$ cat src/rtl/abs_delta_decoder_o6_if.sv
// Stream bundle between the abs-diff link, the delta decoder and
// the error-evaluation datapath: input delta beats and output samples.
interface abs_delta_decoder_o6_if #(
    parameter int W = 6
);
    logic         s_valid;
    logic         s_ready;
    logic         s_sync;
    logic         s_sign;
    logic [W-1:0] s_mag;
    logic         m_valid;
    logic         m_ready;
    logic [W-1:0] m_data;
    logic         m_clip;

    modport master (
        output s_valid, s_sync, s_sign, s_mag, m_ready,
        input  s_ready, m_valid, m_data, m_clip
    );

    modport slave (
        input  s_valid, s_sync, s_sign, s_mag, m_ready,
        output s_ready, m_valid, m_data, m_clip
    );
endinterface

$ cat src/rtl/abs_delta_decoder_o6.sv
// Sign-magnitude delta decoder: new = prev +/- mag, one output register.
// Optional macro ABS_DELTA_SAT_EN: clamp out-of-range sums instead of wrapping.
module abs_delta_decoder_o6 #(
    parameter int W     = 6,
    parameter int CNT_W = 16
) (
    input  logic                clk,
    input  logic                rst,
    abs_delta_decoder_o6_if.slave bus,
    output logic [CNT_W-1:0]    smp_cnt,
    output logic [CNT_W-1:0]    clip_cnt,
    output logic [CNT_W-1:0]    drop_cnt
);

    typedef enum logic {
        IDLE,
        RUN
    } state_e;

    state_e           state_q;
    logic [W-1:0]     prev_q;
    logic             m_valid_q;
    logic [W-1:0]     m_data_q;
    logic             m_clip_q;
    logic [CNT_W-1:0] smp_cnt_q;
    logic [CNT_W-1:0] clip_cnt_q;
    logic [CNT_W-1:0] drop_cnt_q;

    logic             s_ready_d;
    logic             acc_d;
    logic             xfer_d;
    logic [W:0]       sum_d;
    logic             ovf_d;
    logic [W-1:0]     res_d;

    // Handshake qualifiers: accept when the output slot is free or draining.
    always_comb begin
        s_ready_d = ~m_valid_q | bus.m_ready;
        acc_d     = bus.s_valid & s_ready_d;
        xfer_d    = m_valid_q & bus.m_ready;
    end

    // Delta arithmetic in W+1 bits; bit W is carry on add, borrow on subtract.
    always_comb begin
        if (bus.s_sign) begin
            sum_d = {1'b0, prev_q} - {1'b0, bus.s_mag};
        end else begin
            sum_d = {1'b0, prev_q} + {1'b0, bus.s_mag};
        end
        ovf_d = sum_d[W];
`ifdef ABS_DELTA_SAT_EN
        if (ovf_d) begin
            res_d = bus.s_sign ? '0 : '1;
        end else begin
            res_d = sum_d[W-1:0];
        end
`else
        res_d = sum_d[W-1:0];
`endif
    end

    // FSM, reference sample, output register and saturating counters.
    always_ff @(posedge clk or posedge rst) begin
        if (rst) begin
            state_q    <= IDLE;
            prev_q     <= '0;
            m_valid_q  <= 1'b0;
            m_data_q   <= '0;
            m_clip_q   <= 1'b0;
            smp_cnt_q  <= '0;
            clip_cnt_q <= '0;
            drop_cnt_q <= '0;
        end else begin
            if (xfer_d) begin
                m_valid_q <= 1'b0;
                if (smp_cnt_q != '1) begin
                    smp_cnt_q <= smp_cnt_q + 1'b1;
                end
            end
            if (acc_d) begin
                if (bus.s_sync) begin
                    state_q   <= RUN;
                    prev_q    <= bus.s_mag;
                    m_valid_q <= 1'b1;
                    m_data_q  <= bus.s_mag;
                    m_clip_q  <= 1'b0;
                end else begin
                    case (state_q)
                        IDLE: begin
                            if (drop_cnt_q != '1) begin
                                drop_cnt_q <= drop_cnt_q + 1'b1;
                            end
                        end
                        RUN: begin
                            prev_q    <= res_d;
                            m_valid_q <= 1'b1;
                            m_data_q  <= res_d;
                            m_clip_q  <= ovf_d;
                            if (ovf_d && clip_cnt_q != '1) begin
                                clip_cnt_q <= clip_cnt_q + 1'b1;
                            end
                        end
                        default: state_q <= IDLE;
                    endcase
                end
            end
        end
    end

    assign bus.s_ready = s_ready_d;
    assign bus.m_valid = m_valid_q;
    assign bus.m_data  = m_data_q;
    assign bus.m_clip  = m_clip_q;
    assign smp_cnt     = smp_cnt_q;
    assign clip_cnt    = clip_cnt_q;
    assign drop_cnt    = drop_cnt_q;

endmodule

$ cat src/flat_wrapper.sv
// flat-port wrapper written by rule: the top's interface ports become plain ports
module abs_delta_decoder_o6_flat 
#(
    parameter int W     = 6,
    parameter int CNT_W = 16
)
  (clk, rst, smp_cnt, clip_cnt, drop_cnt, bus_s_valid, bus_s_sync, bus_s_sign, bus_s_mag, bus_m_ready, bus_s_ready, bus_m_valid, bus_m_data, bus_m_clip);
  abs_delta_decoder_o6_if #(.W(W)) bus_i ();
  input  logic clk;
  input  logic rst;
  output logic [CNT_W-1:0] smp_cnt;
  output logic [CNT_W-1:0] clip_cnt;
  output logic [CNT_W-1:0] drop_cnt;
  input wire logic [$bits(bus_i.s_valid)-1:0] bus_s_valid;
  input wire logic [$bits(bus_i.s_sync)-1:0] bus_s_sync;
  input wire logic [$bits(bus_i.s_sign)-1:0] bus_s_sign;
  input wire logic [$bits(bus_i.s_mag)-1:0] bus_s_mag;
  input wire logic [$bits(bus_i.m_ready)-1:0] bus_m_ready;
  output wire logic [$bits(bus_i.s_ready)-1:0] bus_s_ready;
  output wire logic [$bits(bus_i.m_valid)-1:0] bus_m_valid;
  output wire logic [$bits(bus_i.m_data)-1:0] bus_m_data;
  output wire logic [$bits(bus_i.m_clip)-1:0] bus_m_clip;
  assign bus_i.s_valid = bus_s_valid;
  assign bus_i.s_sync = bus_s_sync;
  assign bus_i.s_sign = bus_s_sign;
  assign bus_i.s_mag = bus_s_mag;
  assign bus_i.m_ready = bus_m_ready;
  assign bus_s_ready = bus_i.s_ready;
  assign bus_m_valid = bus_i.m_valid;
  assign bus_m_data = bus_i.m_data;
  assign bus_m_clip = bus_i.m_clip;
  abs_delta_decoder_o6 #(.W(W), .CNT_W(CNT_W)) u_core (.clk(clk), .rst(rst), .bus(bus_i), .smp_cnt(smp_cnt), .clip_cnt(clip_cnt), .drop_cnt(drop_cnt));
endmodule
$ cat config.mk
export PLATFORM = sky130hd
export DESIGN_NAME = abs_delta_decoder_o6_flat
export DESIGN_NICKNAME = d
export VERILOG_FILES = /design/src/rtl/abs_delta_decoder_o6_if.sv /design/src/rtl/abs_delta_decoder_o6.sv /design/src/flat_wrapper.sv
export SDC_FILE = /design/constraint.sdc
export NUM_CORES = 1
export LEC_CHECK = 0
export BUFFER_PORTS_ARGS = -buffer_cell sky130_fd_sc_hd__buf_2
export CELL_PAD_IN_SITES_DETAIL_PLACEMENT = 1
export CELL_PAD_IN_SITES_GLOBAL_PLACEMENT = 2
export CORE_MARGIN = 2
export CORE_UTILIZATION = 36
export DETAILED_ROUTE_END_ITERATION = 16
export GPL_TIMING_DRIVEN = 0
export PLACE_DENSITY = 0.81
export REMOVE_ABC_BUFFERS = 1
export SLEW_MARGIN = 20
export SYNTH_ARGS = -nofsm -noshare
export SYNTH_HDL_FRONTEND = slang
export SYNTH_SLANG_ARGS = --single-unit
$ cat constraint.sdc
create_clock -name clk -period 6.25 [get_ports clk]
set_input_delay 0.9375 -clock clk [delete_from_list [all_inputs] [get_ports clk]]
set_output_delay 0.9375 -clock clk [all_outputs]
set_load 0.005 [all_outputs]
==> impl_results.md, run 1 <==
- Seq cells post-synth: 57
- Initial detailed-routing violation count: 30
- Critical path's slowest cell: xnor2_2
- Slowest stage delay, CP: 640 ps
- Per-cell routed wire length: 15.2 um
- Mux contribution to synthesized area: 2.14%
- Via count: 2508
- Worst min-delay path class: reg2reg
- Ranking of synthesized cells by area: dfrtp_1 (47%), xnor2_1 (7.2%), xor2_1 (6.6%)
- GR Overflow Total: 0
- Clock buffer count from CTS: 9
- Worst Path Class, Setup: in2reg
- Die width: 95.8 um
- Clk_skew: 7.89 ps
- Synthesized netlist cell count: 292
- Worst slew pin tran: 774 ps
- Post-Layout Cell Count: 476
- R2R Path Start: u_core.prev_q[0]$_DFFE_PP0P_
- CP startpoint kind: primary input
- Die span in y: 95.8 um
- CP Buf/Inv Count: 2
- Pin count of the biggest net entering global routing: 49
- Worst Setup EP: u_core.clip_cnt[1]$_DFFE_PP0P_
- Adder and majority gate portion of the synthesized area: 4.78%
- Power Dens Cells: 314 nW/um2
- Max Buffers Root-to-Sink: 2
- Total Wirelength: 7230 um
- TNS Setup: 0 ps
- Ant diodes: 0
- XOR/XNOR Fraction of Synth Area: 13.9%
- Drt pass-1 iters: 4
- Fmax: 284 MHz
- Clock transition at the registers of the reported paths: 70 ps
- PostCTS Resize Cnt: 0
- FF-to-FF setup slack: 3480 ps
- Endpoints failing setup: 0
- CP Capture Type: flop
- Starting Density: 37.1%
- Compound-Gate Fraction of Synth Area: 7.46%
- Worst path cell trace: buf_2 -> inv_1 -> ha_1 -> mux2_2 -> fa_1 -> nand2b_1 -> a21oi_1 -> a211oi_2 -> xnor2_2 -> nor3_1 -> mux2_1
- Avg Inst Size Synth: 10.4 um2
- Ports: 69
- Outcome: finished, final reports clean
- Fin crit period: 3520 ps
- Final RePlAce weighted congestion: 0.691
- Synth top area share: 47.0%
- RSZ-0062 raised after global routing: no
- Crit. path cell count: 11
- Dominant cell type by area after synthesis: dfrtp_1
- Count of buffers from port buffering: 68
- First-pass GRT wire length: 11900 um
- Post-synth EDFFs: 0
- Antenna violations before repair: 0
- Floorplan core area: 8180 um2
- Slew Limit Fails: 0
- Area delta synth->final: 23.2%
- Commonest non-fill, non-tap cells in the layout: buf_2 (68), dfrtp_1 (57), nor2_1 (28)
- Final hold vios: 0
- Overall Global Routing Usage: 16.9%
- TritonCTS clock tree: done
- Leak: 1.89 nW
- DRC: 0
- Max-cap viol count: 0
- Sequential element share of the synthesized area: 47.0%
- Slew headroom: 48.2%
- CP Max Fanout: 16
- Most common cell after layout, fill and taps aside: buf_2
- Post-DP HPWL: 5190 um
- Main combinational cell family by area after synthesis: simple AND/OR/NAND/NOR gates
- Nets@finish: 390
- Clk_lat worst skew: 340 ps
- ANT nets after route: 0
- Post-synthesis simple-gate area fraction: 23.0%
- Dpl cells: 461
- Max rail drop VDD: 0.000119 V
- CTS sink count: 57
- Post-synth top flop: dfrtp_1
- Reg2reg end: u_core.clip_cnt[1]$_DFFE_PP0P_
- Clock root buffer: clkbuf_8
- Final worst path period share: 56.3%
- Drt via density: 5.27
- Post-CTS Setup Bufs: 0
- Critical Path RT: 6470 ps
- Post-Syn Area: 3030 um2
- Worst path arrival time: 3740 ps
- Hold Buf Count CTS: 0
- Die area: 9180 um2
- Distinct cell type count after synthesis: 47
- Row Count: 33
- Critical path startpoint: bus_s_mag[0]
- H-tree levels: 3
- Depth of the most critical reg-to-reg path: 9
- Syn. warnings: 0
- Post-synth ARST share: 100%
- Family with the most delay on the worst path: adder cells
- Share of layout cells above drive strength 1: 26.7%
- Vias in the first global route: 2457
power breakdown:
group          internal [W]  total (W)  switching (W)
Sequential         0.000423   0.000487      0.0000641
Clock              0.000232   0.000386       0.000154
Combinational      0.000142   0.000300       0.000158
Total              0.000798    0.00117       0.000376
registers in the layout, indices dropped and copies added (netlist names):
register,count
u_core.drop_cnt,16
u_core.state_q,1
u_core.bus.m_valid,1
u_core.prev_q,6
u_core.bus.m_clip,1
u_core.clip_cnt,16
u_core.smp_cnt,16
worst reg2reg max path, delay by kind of cell (launching register included):
| family | cells | cell delay, ps |
|---|---|---|
| fa+ha+maj | 2 | 640 |
| xor+xnor | 1 | 640 |
| simple gates | 2 | 370 |
| mux | 1 | 350 |
| flops | 1 | 340 |
| compound gates | 2 | 280 |
| buf+inv | 1 | 50 |
Yosys cell counts (2+ instances only):
cell type and number:
o21ai_0 5, mux2_2 3, or4_1 3, nor4_1 5, mux2i_1 2, nor2_1 28
dfrtp_1 57, nand4_1 12, inv_1 8, xor2_1 23, nand3_1 19, nor3_1 9
and3b_1 2, a211oi_1 2, nand2_1 15, clkbuf_1 3, nand2b_1 6, and3_1 9
ha_1 10, a21oi_1 12, and4_1 5, nand3b_1 2, a31oi_1 3, o21a_1 2
xnor2_1 25
how the worst min path moves through the flow:
stage,start,depth (start not counted),end
global placement,u_core.state_q$_DFFE_PP0P_,1,u_core.state_q$_DFFE_PP0P_
CTS,u_core.state_q$_DFFE_PP0P_,1,u_core.state_q$_DFFE_PP0P_
detailed placement,u_core.state_q$_DFFE_PP0P_,1,u_core.state_q$_DFFE_PP0P_
floorplan,u_core.state_q$_DFFE_PP0P_,1,u_core.state_q$_DFFE_PP0P_
global route,rst,2,u_core.drop_cnt[14]$_DFFE_PP0P_
finish,u_core.state_q$_DFFE_PP0P_,1,u_core.state_q$_DFFE_PP0P_
logic make-up (layout without fill, tap and decap cells):
| logic type | Yosys count | in the layout |
|---|---|---|
| DFF | 57 | 57 |
| AOI/OAI and AO/OA | 33 | 33 |
| and+or+nand+nor | 124 | 124 |
| buffers and inverters | 13 | 92 |
| adders and majority gates | 11 | 11 |
| xor gates and xnor gates | 48 | 48 |
| muxes | 6 | 6 |
per-stage QoR:
step           setup WS (ps)  cell area (um2)  power [W]  utilization [%]  hold WS, ps
2_1_floorplan           2610             3010   0.000673                -          443
3_3_place_gp            1930             3480   0.000785             42.6          449
3_5_place_dp            2370             3520   0.000801             43.1          457
4_1_cts                 2720             3740    0.00119             45.7          471
5_1_grt                 2560             3740    0.00126             45.7          501
6_report                2730             3740    0.00117             45.7          468
cell type report:
cell class	instances	area [um2]
Multi-Input combinational cell	222	1560
Tap cell	105	131
Timing Repair Buffer	69	368
Fill cell	938	4440
Clock buffer	10	138
Sequential cell	57	1430
Inverter	8	32.5
Clock inverter	5	80.1
layer usage:
layer | vias to the layer above | part of all wire [%] | track usage (%)
met5 | - | 0 | 0
met3 | 9 | 4.1 | 3.21
met1 | 1245 | 49 | 23.0
li1 | 1197 | - | -
met2 | 57 | 46 | 26.6
met4 | 0 | 1.4 | 6.43
(Power assumes the default switching activity.)
==> run 2: changes to the inputs <==
--- a/config.mk
+++ b/config.mk
@@ -9,10 +9,10 @@
 export CELL_PAD_IN_SITES_DETAIL_PLACEMENT = 1
 export CELL_PAD_IN_SITES_GLOBAL_PLACEMENT = 2
 export CORE_MARGIN = 2
-export CORE_UTILIZATION = 36
+export CORE_UTILIZATION = 30
 export DETAILED_ROUTE_END_ITERATION = 16
 export GPL_TIMING_DRIVEN = 0
-export PLACE_DENSITY = 0.81
+export PLACE_DENSITY = 0.72
 export REMOVE_ABC_BUFFERS = 1
 export SLEW_MARGIN = 20
 export SYNTH_ARGS = -nofsm -noshare
==> constraint.sdc (replaced) <==
create_clock -name clk -period 3.05 [get_ports clk]
set_input_delay 0.4575 -clock clk [delete_from_list [all_inputs] [get_ports clk]]
set_output_delay 0.4575 -clock clk [all_outputs]
set_load 0.005 [all_outputs]
==> impl_results.md, run 2 (same netlist as run 1, synthesis figures left out) <==
- Row Count: 36
- GR Overflow Total: 0
- Commonest non-fill, non-tap cells in the layout: buf_2 (68), dfrtp_1 (57), nor2_1 (28)
- Worst min-delay path class: in2async
- Starting Density: 31.0%
- Slew Limit Fails: 0
- Fin crit period: 2840 ps
- First-pass GRT wire length: 12900 um
- Hold Buf Count CTS: 0
- RSZ-0062 raised after global routing: no
- Clock transition at the registers of the reported paths: 70 ps
- CP Max Fanout: 16
- Final RePlAce weighted congestion: 0.739
- Fill count: 1158
- H-tree levels: 3
- Slew headroom: 53.5%
- Met2 usage in global routing: 23.9%
- Drt pass-1 iters: 4
- Final hold vios: 0
- Clk_lat worst skew: 340 ps
- Die width: 105 um
- Worst path arrival time: 3070 ps
- TritonCTS clock tree: done
- ANT nets after route: 0
- Overall Global Routing Usage: 14.7%
- Ports: 69
- Fmax: 352 MHz
- TNS Setup: 0 ps
- CTS sink count: 57
- Ant diodes: 0
- Max rail drop VDD: 0.000204 V
- Outcome: finished, final reports clean
- Power Dens Cells: 661 nW/um2
- Endpoints failing setup: 0
- Clock root buffer: clkbuf_8
- Post-CTS Setup Bufs: 0
- Post-DP HPWL: 5360 um
- Worst slew pin tran: 695 ps
- Nets@finish: 390
- Count of buffers from port buffering: 68
- Initial detailed-routing violation count: 54
- Tot Pwr: 0.00252 W
- Die area: 10900 um2
- Floorplan core area: 9770 um2
- Area delta synth->final: 25.6%
- Via count: 2475
- Total Wirelength: 7430 um
- Per-cell routed wire length: 14.7 um
- Max-cap viol count: 0
- DRC: 0
- Critical Path RT: 3270 ps
- Max Buffers Root-to-Sink: 2
- GR peak layer: met2
- Worst Path Class, Setup: in2reg
- CP startpoint kind: primary input
- Clk_skew: 8.14 ps
- Pin count of the biggest net entering global routing: 47
- Drt via density: 4.90
- CP Capture Type: flop
- Antenna violations before repair: 0
- Clock buffer count from CTS: 9
- Most common cell after layout, fill and taps aside: buf_2
- PostCTS Resize Cnt: 1
- Die span in y: 105 um
- Vias in the first global route: 2605
- Share of layout cells above drive strength 1: 26.6%
- Final worst path period share: 93.3%
- Leak: 1.91 nW
- Met1 usage: 19.0%
- Met3 Track Usage GR: 3.87%
-- run 2: where the power goes --
group          internal (W)  switching, W
combinational      0.000301      0.000329
clock              0.000564      0.000327
sequential         0.000867      0.000128
total               0.00173      0.000785
-- run 2: final timing paths --
path                                               startpoint                               to  slack (ps)  depth (start not counted)
worst max-delay path                             bus_s_mag[0]   u_core.clip_cnt[1]$_DFFE_PP0P_         210                         11
worst min-delay path                                      rst  u_core.drop_cnt[14]$_DFFE_PP0P_          20                          2
worst max register to register   u_core.prev_q[0]$_DFFE_PP0P_   u_core.clip_cnt[1]$_DFFE_PP0P_         470                          9
worst min register to register  u_core.bus.m_clip$_DFFE_PP0P_    u_core.bus.m_clip$_DFFE_PP0P_         480                          2
max in group asynchronous                                 rst     u_core.prev_q[5]$_DFFE_PP0P_        2540                          3
min in group clk                                  bus_s_valid       u_core.state_q$_DFFE_PP0P_         420                          2
-- run 2: layout make-up --
cell class	instances	area (um2)	share of cell area [%]
Multi-Input combinational cell	222	1570	41.3
Sequential cell	57	1430	37.4
Timing Repair Buffer	69	368	9.66
Tap cell	133	166	4.37
Clock buffer	11	141	3.71
Clock inverter	5	103	2.69
Inverter	8	32.5	0.854
-- run 2: critical path, stage by stage --
cell	delay (ps)
buf_2	120
inv_1	50
ha_1	270
mux2_2	290
fa_1	440
nand2b_1	190
a21oi_1	170
a211oi_2	100
xnor2_4	250
nor3_1	370
mux2_1	350
-- run 2: through the flow --
| stage | worst slack, ps | cells | hold slack, ps | cell area (um2) | util [%] |
|---|---|---|---|---|---|
| 4_1_cts | 159 | 505 | 8.87 | 3810 | 39.0 |
| 6_report | 206 | 505 | 24.3 | 3810 | 39.0 |
| 5_1_grt | 24.7 | 505 | 10.5 | 3810 | 39.0 |
| 3_3_place_gp | -832 | 488 | 449 | 3520 | 36.0 |
| 3_5_place_dp | -391 | 489 | 391 | 3550 | 36.4 |
| 2_1_floorplan | -106 | 287 | 443 | 3010 | - |
-- run 2: per-layer routing --
layer  wire length (um)  share of wire [%]
met5                  0                  0
met2               3590                 48
met4                 79                1.1
met3                324                4.4
met1               3440                 46
